## src/rtl/sqe.sv

```systemverilog
// Box-counting quad expander: reads each coarse BC cell and writes its count to the
// four covering fine cells, either replicated or split so the four values sum to it.
module sqe #(
    parameter int BOX_IDX = 3
) (
    input  logic                 CLK,
    input  logic                 RST_N,
    input  logic                 start,
    input  logic                 split_mode,
    input  logic [7:0]           x,
    output logic                 busy,
    output logic                 done,
    output logic                 wen_sqe,
    output logic [7:0]           y,
    output logic [2*BOX_IDX+1:0] BC_rd_addr,
    output logic [2*BOX_IDX+1:0] BC_wr_addr
);
    localparam int CW = BOX_IDX - 1;
    localparam int AW = 2 * BOX_IDX + 2;

    typedef enum logic [2:0] {IDLE, RD, CAP, W0, W1, W2, W3, DONE} state_t;

    state_t          state_q, state_d;
    logic [CW-1:0]   cx_q, cx_d, cy_q, cy_d;
    logic            split_q, split_d;
    logic [7:0]      xr_q, xr_d;
    logic [AW-1:0]   rd_q, rd_d, wr_q, wr_d;
    logic [7:0]      y_q, y_d;
    logic [1:0]      quad;

    always_ff @(posedge CLK or negedge RST_N) begin
        if (!RST_N) begin
            state_q <= IDLE;
            cx_q    <= '0;
            cy_q    <= '0;
            split_q <= 1'b0;
            xr_q    <= '0;
            rd_q    <= '0;
            wr_q    <= '0;
            y_q     <= '0;
        end else begin
            state_q <= state_d;
            cx_q    <= cx_d;
            cy_q    <= cy_d;
            split_q <= split_d;
            xr_q    <= xr_d;
            rd_q    <= rd_d;
            wr_q    <= wr_d;
            y_q     <= y_d;
        end
    end

    always_comb begin
        state_d = state_q;
        cx_d    = cx_q;
        cy_d    = cy_q;
        split_d = split_q;
        xr_d    = xr_q;
        rd_d    = rd_q;
        wr_d    = wr_q;
        y_d     = y_q;
        busy    = 1'b0;
        done    = 1'b0;
        wen_sqe = 1'b0;
        quad    = 2'd0;
        case (state_q)
            IDLE: if (start) begin
                state_d = RD;
                cx_d    = '0;
                cy_d    = '0;
                split_d = split_mode;
            end
            RD: begin
                busy    = 1'b1;
                rd_d    = {1'b0, 1'b0, cx_q, 1'b0, 1'b0, cy_q};
                state_d = CAP;
            end
            CAP: begin
                busy    = 1'b1;
                xr_d    = x;
                state_d = W0;
            end
            W0: begin busy = 1'b1; wen_sqe = 1'b1; quad = 2'd0; state_d = W1; end
            W1: begin busy = 1'b1; wen_sqe = 1'b1; quad = 2'd1; state_d = W2; end
            W2: begin busy = 1'b1; wen_sqe = 1'b1; quad = 2'd2; state_d = W3; end
            W3: begin
                busy    = 1'b1;
                wen_sqe = 1'b1;
                quad    = 2'd3;
                cx_d    = cx_q + CW'(1);
                if (&cx_q) cy_d = cy_q + CW'(1);
                state_d = (&cx_q && &cy_q) ? DONE : RD;
            end
            DONE: begin
                done    = 1'b1;
                state_d = IDLE;
            end
            default: state_d = IDLE;
        endcase

        // Split remainder lands on the lowest quadrants so the four writes sum to x_r.
        if (wen_sqe) begin
            wr_d = {1'b0, cx_q, quad[0], 1'b0, cy_q, quad[1]};
            y_d  = split_q ? (xr_q >> 2) + {7'b0, (quad < xr_q[1:0])} : xr_q;
        end
    end

    // Addresses and data show the current value while in use and hold it otherwise.
    assign BC_rd_addr = rd_d;
    assign BC_wr_addr = wr_d;
    assign y          = y_d;

endmodule

```

## config.mk

```make
export PLATFORM = sky130hd
export DESIGN_NAME = sqe
export DESIGN_NICKNAME = d
export VERILOG_FILES = /design/src/rtl/sqe.sv
export SDC_FILE = /design/constraint.sdc
export NUM_CORES = 1
export LEC_CHECK = 0
export CAP_MARGIN = 30
export CORE_MARGIN = 1
export CORE_UTILIZATION = 54
export CTS_BUF_LIST = sky130_fd_sc_hd__clkbuf_16
export CTS_CLUSTER_SIZE = 40
export DETAILED_ROUTE_END_ITERATION = 10
export GPL_ROUTABILITY_DRIVEN = 0
export PLACE_DENSITY = 0.88
export RECOVER_POWER = 100
export SLEW_MARGIN = 20
export SYNTH_ARGS = -nofsm -noshare
export SYNTH_HDL_FRONTEND = slang
export SYNTH_SLANG_ARGS = --single-unit
```

## constraint.sdc

```tcl
create_clock -name CLK -period 5.41 [get_ports CLK]
set_input_delay 1.3525 -clock CLK [delete_from_list [all_inputs] [get_ports CLK]]
set_output_delay 1.3525 -clock CLK [all_outputs]
set_load 0.02 [all_outputs]
```

==> results of run 1 <==
==> cells by family (layout without fill, tap and decap cells) <==
logic type                 count (synthesis)  in the layout  synth area share [%]
muxes                                     18             18                  11.2
AOI/OAI and AO/OA                         37             37                  11.5
xor gates and xnor gates                   3              3                  1.87
and+or+nand+nor                           48             48                  13.3
DFF                                       40             40                  55.3
adders and majority gates                  5              5                  3.46
buffers and inverters                     11             52                  3.39
==> cells in the final DEF (no fill, tap or decap) <==
master           synthesis  layout
and3_1                   1       1
mux2i_1                  3       3
inv_1                    3       4
nor3b_1                  0       1
nand4_1                  1       1
and2_0                   0       1
clkbuf_1                 2       3
mux2_1                   0       6
clkinvlp_4               0       1
o21ai_0                 16      16
ha_1                     5       5
nand2_1                 19      19
clkdlybuf4s50_1          0       1
nand3_1                  2       2
nor3_1                   2       2
mux2_2                  14       8
xnor2_1                  2       3
clkinv_2                 0       1
a211oi_1                 2       2
a21oi_1                 13      13
a21boi_0                 1       1
nor2b_1                  5       5
dlygate4sd3_1            0      36
o31ai_1                  2       2
nor4b_1                  1       1
clkbuf_16                0       5
bufinv_16                0       1
dfrtp_1                 40      40
o32ai_1                  1       1
nor2_2                   1       1
nand2b_1                 2       2
mux2_4                   1       1
a31o_2                   2       2
nand2b_2                 1       1
nor2_1                  10      10
and2_1                   2       1
==> flip-flops by register name, summed over array words and instances, names as in the netlist <==
signal	flops
rd_q	8
wr_q	8
xr_q	8
y_q	8
state_q	3
cx_q	2
cy_q	2
split_q	1
==> power by group through the flow <==
stage	registers (W)	clock network (W)	logic, W
floorplan	0.000449	0	0.000530
global placement	0.000501	0	0.000704
detailed placement	0.000513	0	0.000727
CTS	0.000510	0.000336	0.000747
global route	0.000525	0.000350	0.000756
finish	0.000511	0.000334	0.000696
==> worst reg2reg max path: stages, from the launching register on <==
cell and delay, ns:
dfrtp_1 0.65, inv_1 0.23, a21oi_1 0.17, ha_1 0.26
a21oi_1 0.17, ha_1 0.21, ha_1 0.19, nand3_1 0.12
xnor2_1 0.15, mux2i_1 0.09, o21ai_0 0.25
==> per-layer routing <==
| layer | global-route usage (%) | share of wire (%) | vias to the layer above |
|---|---|---|---|
| met5 | 0 | 0 | - |
| met4 | 11.3 | 3.0 | 0 |
| met3 | 6.71 | 5.8 | 15 |
| met2 | 39.7 | 50 | 65 |
| met1 | 32.4 | 41 | 663 |
| li1 | - | - | 641 |
==> cell type report <==
cell class,count,area [um^2]
inverters,4,15.0
clock buffers,5,125
fillers,221,778
clock inverters,3,42.5
repair buffers,40,382
flip-flops and latches,40,1000
multi-input cells,111,729
well taps,44,55.1
==> through the flow <==
stage                     hold slack (ns)  power [W]  utilization, %  std cells
after global placement              0.461    0.00121            70.2        237
after global routing                0.497    0.00163            75.1        247
after floorplan                     0.496   0.000978               -        162
final                               0.475    0.00154            75.1        247
after CTS                           0.484    0.00159            75.5        245
after detailed placement            0.472    0.00124            70.2        237
==> final timing paths <==
check | startpoint | end | cells after the start
setup / recovery | state_q[2]$_DFFE_PN0P_ | y[4] | 11
hold / removal | y_q[5]$_DFF_PN0_ | y_q[5]$_DFF_PN0_ | 2
setup reg to reg | state_q[2]$_DFFE_PN0P_ | y_q[4]$_DFF_PN0_ | 10
hold reg to reg | y_q[5]$_DFF_PN0_ | y_q[5]$_DFF_PN0_ | 2
max in group asynchronous | RST_N | y_q[7]$_DFF_PN0_ | 2
min in group asynchronous | RST_N | state_q[1]$_DFFE_PN0P_ | 1
==> results.cfg, run 1 <==
[die]
dieArea_um2 = 3590
die_x_um = 59.9
ioPinCount = 39
rows = 20
fp.coreArea_um2 = 3130
start_util_pct = 57.9
die_y_um = 59.9

[global_route]
grt.overflow.total = 0
grt_max_degree = 41
antenna_found_initial = 0
grt_pass1_vias = 1341
grt_pass1_wl_um = 6290
grtUsageTotal_pct = 25.1

[routing]
vias_per_cell = 5.60
dr.pass1.iters = 4
antenna_left = 0
wl_um = 4020
drc = 0
num_vias = 1384
drt_iter0_drc = 83
routedWlPerCell_um = 16.3

[sta]
timing.final.crit_share_pct = 89.3
hold_violations = 0
worst_slack_ns = 0.578
clock.fmax_ghz = 0.207
slew_violations = 0
tns_ns = 0
rsz0062_at_grt = false
fin_skew_ns = 0.00484
setup_viol = 0
min_period_ns = 4.83
worstMarginPinSlew_ns = 1.23
slew_headroom_pct = 17.9

[synthesis]
async_reset_ff_share_pct = 100
syn_area_um2 = 1810
synth.distinct_cells = 33
ys_top_cells_by_count = dfrtp_1, nand2_1, o21ai_0
yosysSeqAreaShare_pct = 55.3
synth_top_area_share_pct = 55.3
synth.most_common_cell = dfrtp_1
yosys.area.top_type = dfrtp_1
syn_area_per_cell_um2 = 11.2
yosys_warnings = 0
syn_nets = 179
synth_edf_count = 0
ys_ff_latch = 40
ys.flop_type = dfrtp_1
synthTopCellsByArea = dfrtp_1, mux2_2, o21ai_0
synthCells = 162

[worst_setup_path]
cp_slowest_stage_delay_ns = 0.72
crit_chain = inv_1, a21oi_1, ha_1, a21oi_1, ha_1, ha_1, nand3_1, xnor2_1, mux2i_1, o21ai_0, dlygate4sd3_1
cp_common_cell = ha_1
path_class = flip-flop to output pin
arrival_ns = 3.48
worst-r2r-setup-slack_ns = 2.82
path_buf_inv = 2
cp_data_required_time_ns = 4.06
cpLargestDelayFamily = buffers and inverters
worst-path-max-fanout = 15
slowest_stage = dlygate4sd3_1
end_kind = output pin
cp-start-kind = flip-flop

[clock_tree]
holdBufCountCts = 0
cts_sinks = 40
cts_tree = done
htreeDepth = 2
insertion_delay_ns = 0.28
cts_buffers = 5
post-cts-setup-buffers = 0
cts_root_buf = clkbuf_16
cts_buffer_depth = 2
cts_resized = 0
clkTransAtPathRegs_ns = 0.06

[pwr]
p_switching_w = 0.000630
p_int_w = 0.000910
clkPwrFrac_pct = 21.7
ir_worst_vdd_mv = 0.313
powerDensity_nw_per_um2 = 656
seq_power_share_pct = 33.2
p_leak_nw = 1.12
p_comb_share_pct = 45.1
switching_share_pct = 40.9

[final_layout]
nNetsFinal = 219
design_area_um2 = 2350
diodes = 0
syn2layout_area_growth_pct = 29.8
drive_gt1_share_pct = 10.3

[run_status]
status = completed

[placed_design]
dp_hpwl_um = 2590
place_area_um2 = 2190
post-place-ws_ns = 1.12
io_buffers = 38

[job]
cap_viol_max_count = 0

[min_path]
hp-class = flip-flop to flip-flop
Note: power is estimated with default switching activity, not from simulation.
==> run 2: changes to the inputs <==
--- a/config.mk
+++ b/config.mk
@@ -5,7 +5,7 @@
 export SDC_FILE = /design/constraint.sdc
 export NUM_CORES = 1
 export LEC_CHECK = 0
-export CAP_MARGIN = 30
+export CAP_MARGIN = 20
 export CORE_MARGIN = 1
 export CORE_UTILIZATION = 54
 export CTS_BUF_LIST = sky130_fd_sc_hd__clkbuf_16
==> results.cfg, run 2 (synthesized netlist as in run 1, its figures left out) <==
[run_status]
status = complete, but fails checks
failed_checks = capacitance limit, slew limit

[sta]
slew_violations = 41
slew_headroom_pct = -36.8
hold_violations = 0
min_period_ns = 4.87
worstMarginPinSlew_ns = 2.05
fin_skew_ns = 0.00481
setup_viol = 0
timing.final.crit_share_pct = 90.1
clock.fmax_ghz = 0.205
tns_ns = 0
rsz0062_at_grt = false

[die]
ioPinCount = 39
fp.coreArea_um2 = 3130
rows = 20
die_y_um = 59.9
dieArea_um2 = 3590
start_util_pct = 57.9
die_x_um = 59.9

[final_layout]
final_util_pct = 75.0
syn2layout_area_growth_pct = 29.6
drive_gt1_share_pct = 10.4
diodes = 0
n_fill_cell = 219
most-common-layout-cells = dfrtp_1, dlygate4sd3_1, nand2_1
layout_commonest_cell = dfrtp_1
nNetsFinal = 217
instances_no_fill = 245
multi_input_area_um2 = 733
regArea_um2 = 1000

[clock_tree]
cts_tree = done
holdBufCountCts = 0
cts_root_buf = clkbuf_16
cts_resized = 0
cts_buffers = 5
insertion_delay_ns = 0.28
cts_sinks = 40
clkTransAtPathRegs_ns = 0.06
post-cts-setup-buffers = 0
htreeDepth = 2
cts_buffer_depth = 2

[placed_design]
dp_hpwl_um = 2590
io_buffers = 38
placed_cells = 237

[pwr]
p_leak_nw = 1.12
p_switching_w = 0.000627
p_int_w = 0.000909
ir_worst_vdd_mv = 0.313
switching_share_pct = 40.8
clkPwrFrac_pct = 21.7
powerDensity_nw_per_um2 = 655
seq_power_share_pct = 33.3
p_comb_share_pct = 45.0

[worst_setup_path]
arrival_ns = 3.52
reg2reg_depth = 10
end_kind = output pin
rr_startpoint = state_q[2]$_DFFE_PN0P_
slowest_stage = dlygate4sd3_1
worst-r2r-setup-slack_ns = 2.78
cp-endpoint = y[4]
path_class = flip-flop to output pin
crit_chain = inv_1, a21oi_1, ha_1, a21oi_1, ha_1, ha_1, nand3_1, xnor2_1, mux2i_1, o21ai_0, dlygate4sd3_1
cp-start-kind = flip-flop
cp_common_cell = ha_1
cp_slowest_stage_delay_ns = 0.72
r2r-end = y_q[4]$_DFF_PN0_
worstSetupStartpoint = state_q[2]$_DFFE_PN0P_
worst-path-max-fanout = 15
cp_data_required_time_ns = 4.06

[routing]
wl_um = 3950
num_vias = 1346
dr.pass1.iters = 4
vias_per_cell = 5.49
drc = 0
antenna_left = 0
drt_iter0_drc = 57
routedWlPerCell_um = 16.1

[global_route]
grt.overflow.total = 0
grt_max_degree = 41
grt_pass1_wl_um = 6290
grtUsageTotal_pct = 25.1
grt_pass1_vias = 1341
antenna_found_initial = 0

[min_path]
whs_path_depth = 2
hp-class = flip-flop to flip-flop

[job]
cap_viol_max_count = 1
## run 2: layout make-up
type	instances	area share, %
clock buffers	5	5.33
clock inverters	3	1.81
inverters	4	0.640
multi-input cells	111	31.3
flip-flops and latches	40	42.7
well taps	44	2.35
repair buffers	38	15.9
## run 2: worst max-delay path: cells and delay by family (launching register included)
kind,cells,cell delay [ns]
buffers and inverters,2,0.97
muxes,1,0.09
DFF,1,0.65
adders and majority gates,3,0.66
and+or+nand+nor,1,0.13
AOI/OAI and AO/OA,3,0.59
xor gates and xnor gates,1,0.15
## run 2: worst min path at each step
stage | to | startpoint
2_1_floorplan | xr_q[0]$_DFFE_PN0P_ | xr_q[0]$_DFFE_PN0P_
3_3_place_gp | y_q[5]$_DFF_PN0_ | y_q[5]$_DFF_PN0_
3_5_place_dp | y_q[5]$_DFF_PN0_ | y_q[5]$_DFF_PN0_
4_1_cts | y_q[5]$_DFF_PN0_ | y_q[5]$_DFF_PN0_
5_1_grt | wr_q[3]$_DFF_PN0_ | wr_q[3]$_DFF_PN0_
6_report | y_q[5]$_DFF_PN0_ | y_q[5]$_DFF_PN0_
## run 2: metrics by stage
| step | power [W] | hold slack, ns | area [um^2] | worst slack (ns) |
|---|---|---|---|---|
| 3_3_place_gp | 0.00121 | 0.461 | 2190 | 1.22 |
| 3_5_place_dp | 0.00124 | 0.472 | 2190 | 1.12 |
| 6_report | 0.00154 | 0.473 | 2350 | 0.537 |
| 5_1_grt | 0.00163 | 0.497 | 2350 | 0.232 |
| 2_1_floorplan | 0.000978 | 0.496 | 1810 | 1.70 |
| 4_1_cts | 0.00159 | 0.484 | 2360 | 0.660 |
## run 2: routing by layer
layer	global-route usage (%)	vias to the layer above	wire [um]
met5	0	-	0
met4	11.3	0	114
met3	6.71	13	181
met2	39.7	49	1980
met1	32.4	649	1670
li1	-	635	-
## run 2: power by group through the flow
stage	combinational [W]	clock, W	sequential (W)
2_1_floorplan	0.000530	0	0.000449
3_3_place_gp	0.000704	0	0.000501
3_5_place_dp	0.000727	0	0.000513
4_1_cts	0.000747	0.000336	0.000510
5_1_grt	0.000752	0.000350	0.000524
6_report	0.000691	0.000333	0.000512
==> run 3: changes to the inputs <==
--- a/config.mk
+++ b/config.mk
@@ -7,12 +7,12 @@
 export LEC_CHECK = 0
 export CAP_MARGIN = 20
 export CORE_MARGIN = 1
-export CORE_UTILIZATION = 54
+export CORE_UTILIZATION = 45
 export CTS_BUF_LIST = sky130_fd_sc_hd__clkbuf_16
 export CTS_CLUSTER_SIZE = 40
 export DETAILED_ROUTE_END_ITERATION = 10
 export GPL_ROUTABILITY_DRIVEN = 0
-export PLACE_DENSITY = 0.88
+export PLACE_DENSITY = 0.79
 export RECOVER_POWER = 100
 export SLEW_MARGIN = 20
 export SYNTH_ARGS = -nofsm -noshare
==> constraint.sdc (replaced) <==
create_clock -name CLK -period 4.1 [get_ports CLK]
set_input_delay 1.025 -clock CLK [delete_from_list [all_inputs] [get_ports CLK]]
set_output_delay 1.025 -clock CLK [all_outputs]
set_load 0.02 [all_outputs]
==> results.cfg, run 3 (synthesized netlist as in run 1, its figures left out) <==
[pwr]
switching_share_pct = 39.9
clkPwrFrac_pct = 21.3
power_w = 0.00199
powerDensity_nw_per_um2 = 847
seq_power_share_pct = 31.7
ir_worst_vdd_mv = 0.398
p_comb_share_pct = 46.9
p_leak_nw = 1.11
p_switching_w = 0.000795
p_int_w = 0.00120

[worst_setup_path]
cp_common_cell = ha_1
cpLargestDelayFamily = buffers and inverters
path_class = flip-flop to output pin
worst-path-max-fanout = 4
r2r-end = y_q[6]$_DFF_PN0_
arrival_ns = 2.80
worst-r2r-setup-slack_ns = 1.89
cp_data_required_time_ns = 3.07
reg2reg_depth = 10
rr_startpoint = state_q[0]$_DFFE_PN0P_
cp_slowest_stage_delay_ns = 0.68
end_kind = output pin
slowest_stage = dlygate4sd3_1
crit_chain = nand2b_2, a21oi_1, ha_1, a21oi_1, ha_1, ha_1, mux2i_1, o21ai_0, dlygate4sd3_1
path_buf_inv = 1
cp-start-kind = flip-flop

[die]
ioPinCount = 39
die_x_um = 65.4
rows = 22
start_util_pct = 48.0
dieArea_um2 = 4280
fp.coreArea_um2 = 3770
die_y_um = 65.4

[routing]
drc = 0
drt_iter0_drc = 84
num_vias = 1327
dr.pass1.iters = 4
wl_um = 3560
antenna_left = 0
vias_per_cell = 5.25
routedWlPerCell_um = 14.1

[sta]
timing.final.crit_share_pct = 93.3
worstMarginPinSlew_ns = 2.05
fin_skew_ns = 0.00375
tns_ns = 0
slew_violations = 41
min_period_ns = 3.83
rsz0062_at_grt = false
fin_hold_ws_ns = 0.473
setup_viol = 0
slew_headroom_pct = -36.9
hold_violations = 0
clock.fmax_ghz = 0.261

[clock_tree]
insertion_delay_ns = 0.28
clkTransAtPathRegs_ns = 0.05
cts_buffer_depth = 2
htreeDepth = 2
cts_buffers = 5
cts_sinks = 40
cts_tree = done
cts_root_buf = clkbuf_16
post-cts-setup-buffers = 0

[final_layout]
n_fill_cell = 288
drive_gt1_share_pct = 10.2
nNetsFinal = 221
syn2layout_area_growth_pct = 29.9
diodes = 0
regArea_um2 = 1000
multi_input_area_um2 = 731
final_util_pct = 62.3
layout_commonest_cell = dfrtp_1
most-common-layout-cells = dfrtp_1, dlygate4sd3_1, nand2_1

[global_route]
antenna_found_initial = 0
grt_max_degree = 41
grt.overflow.total = 0
grtUsageTotal_pct = 19.5
grt_pass1_vias = 1319
grt_pass1_wl_um = 6220

[placed_design]
dp_hpwl_um = 2530
io_buffers = 38

[min_path]
hold_end = wr_q[3]$_DFF_PN0_
hp-class = flip-flop to flip-flop
whs_path_depth = 1
holdCritStartpoint = wr_q[3]$_DFF_PN0_

[job]
cap_viol_max_count = 1

[run_status]
status = complete, but fails checks
failed_checks = capacitance limit, slew limit
==> run 3: cell count changes in the layout (fill, tap and decap cells not counted), sizes merged <==
cell / delta
buf: +3
dlygate4sd2: +1
dlygate4sd3: -15
clkbuf: +4
clkinvlp: -1
inv: +1
clkdlybuf4s50: +11
==> run 3: stage by stage <==
stage,area (um^2),setup slack (ns),instances
after detailed placement,2230,0.306,245
after CTS,2390,0.00387,253
final,2350,0.273,253
after global placement,2230,0.442,245
after global routing,2350,0.0161,253
after floorplan,1810,0.715,162
==> run 3: worst max path at each step <==
stage	startpoint	to	slack (ns)	cells past startpoint
2_1_floorplan	state_q[1]$_DFFE_PN0P_	y[4]	0.72	11
3_3_place_gp	state_q[0]$_DFFE_PN0P_	y[4]	0.44	11
3_5_place_dp	state_q[0]$_DFFE_PN0P_	y[4]	0.31	11
4_1_cts	state_q[0]$_DFFE_PN0P_	y[6]	0.004	11
5_1_grt	state_q[0]$_DFFE_PN0P_	y[3]	0.02	10
6_report	state_q[0]$_DFFE_PN0P_	y[1]	0.27	9
==> run 3: worst register-to-register path, delay by kind of cell (launching register included) <==
kind                       cells  cell delay [ns]
DFF                            1             0.40
AOI/OAI and AO/OA              4             0.66
and+or+nand+nor                3             0.42
adders and majority gates      3             0.63
==> run 3: power groups by stage <==
stage          combinational (W)  sequential [W]  clock (W)
3_5_place_dp             0.00103        0.000636          0
3_3_place_gp             0.00100        0.000626          0
5_1_grt                  0.00103        0.000654   0.000454
4_1_cts                  0.00104        0.000631   0.000435
6_report                0.000934        0.000632   0.000425
2_1_floorplan           0.000699        0.000592          0
==> run 3: timing repair <==
| action | CTS | global route |
|---|---|---|
| resized for setup | 1 | 3 |
| hold buffers | 0 | 0 |
| gates cloned | 0 | 0 |
| setup endpoints to repair | 1 | 3 |
==> run 3: layer usage <==
| metal | vias to the layer above | track usage (%) | wire (um) |
|---|---|---|---|
| met3 | 8 | 3.82 | 127 |
| met1 | 638 | 26.9 | 1640 |
| met4 | 0 | 8.97 | 72 |
| met5 | - | 0 | 0 |
| met2 | 35 | 29.6 | 1720 |
| li1 | 646 | - | - |
==> run 3: final cells by class <==
cell class                      count  area share, %
Clock buffer                        5           5.32
Timing Repair Buffer               42           16.2
Clock inverter                      3           1.65
Tap cell                           48           2.55
Inverter                            4          0.639
Sequential cell                    40           42.6
Multi-Input combinational cell    111           31.1
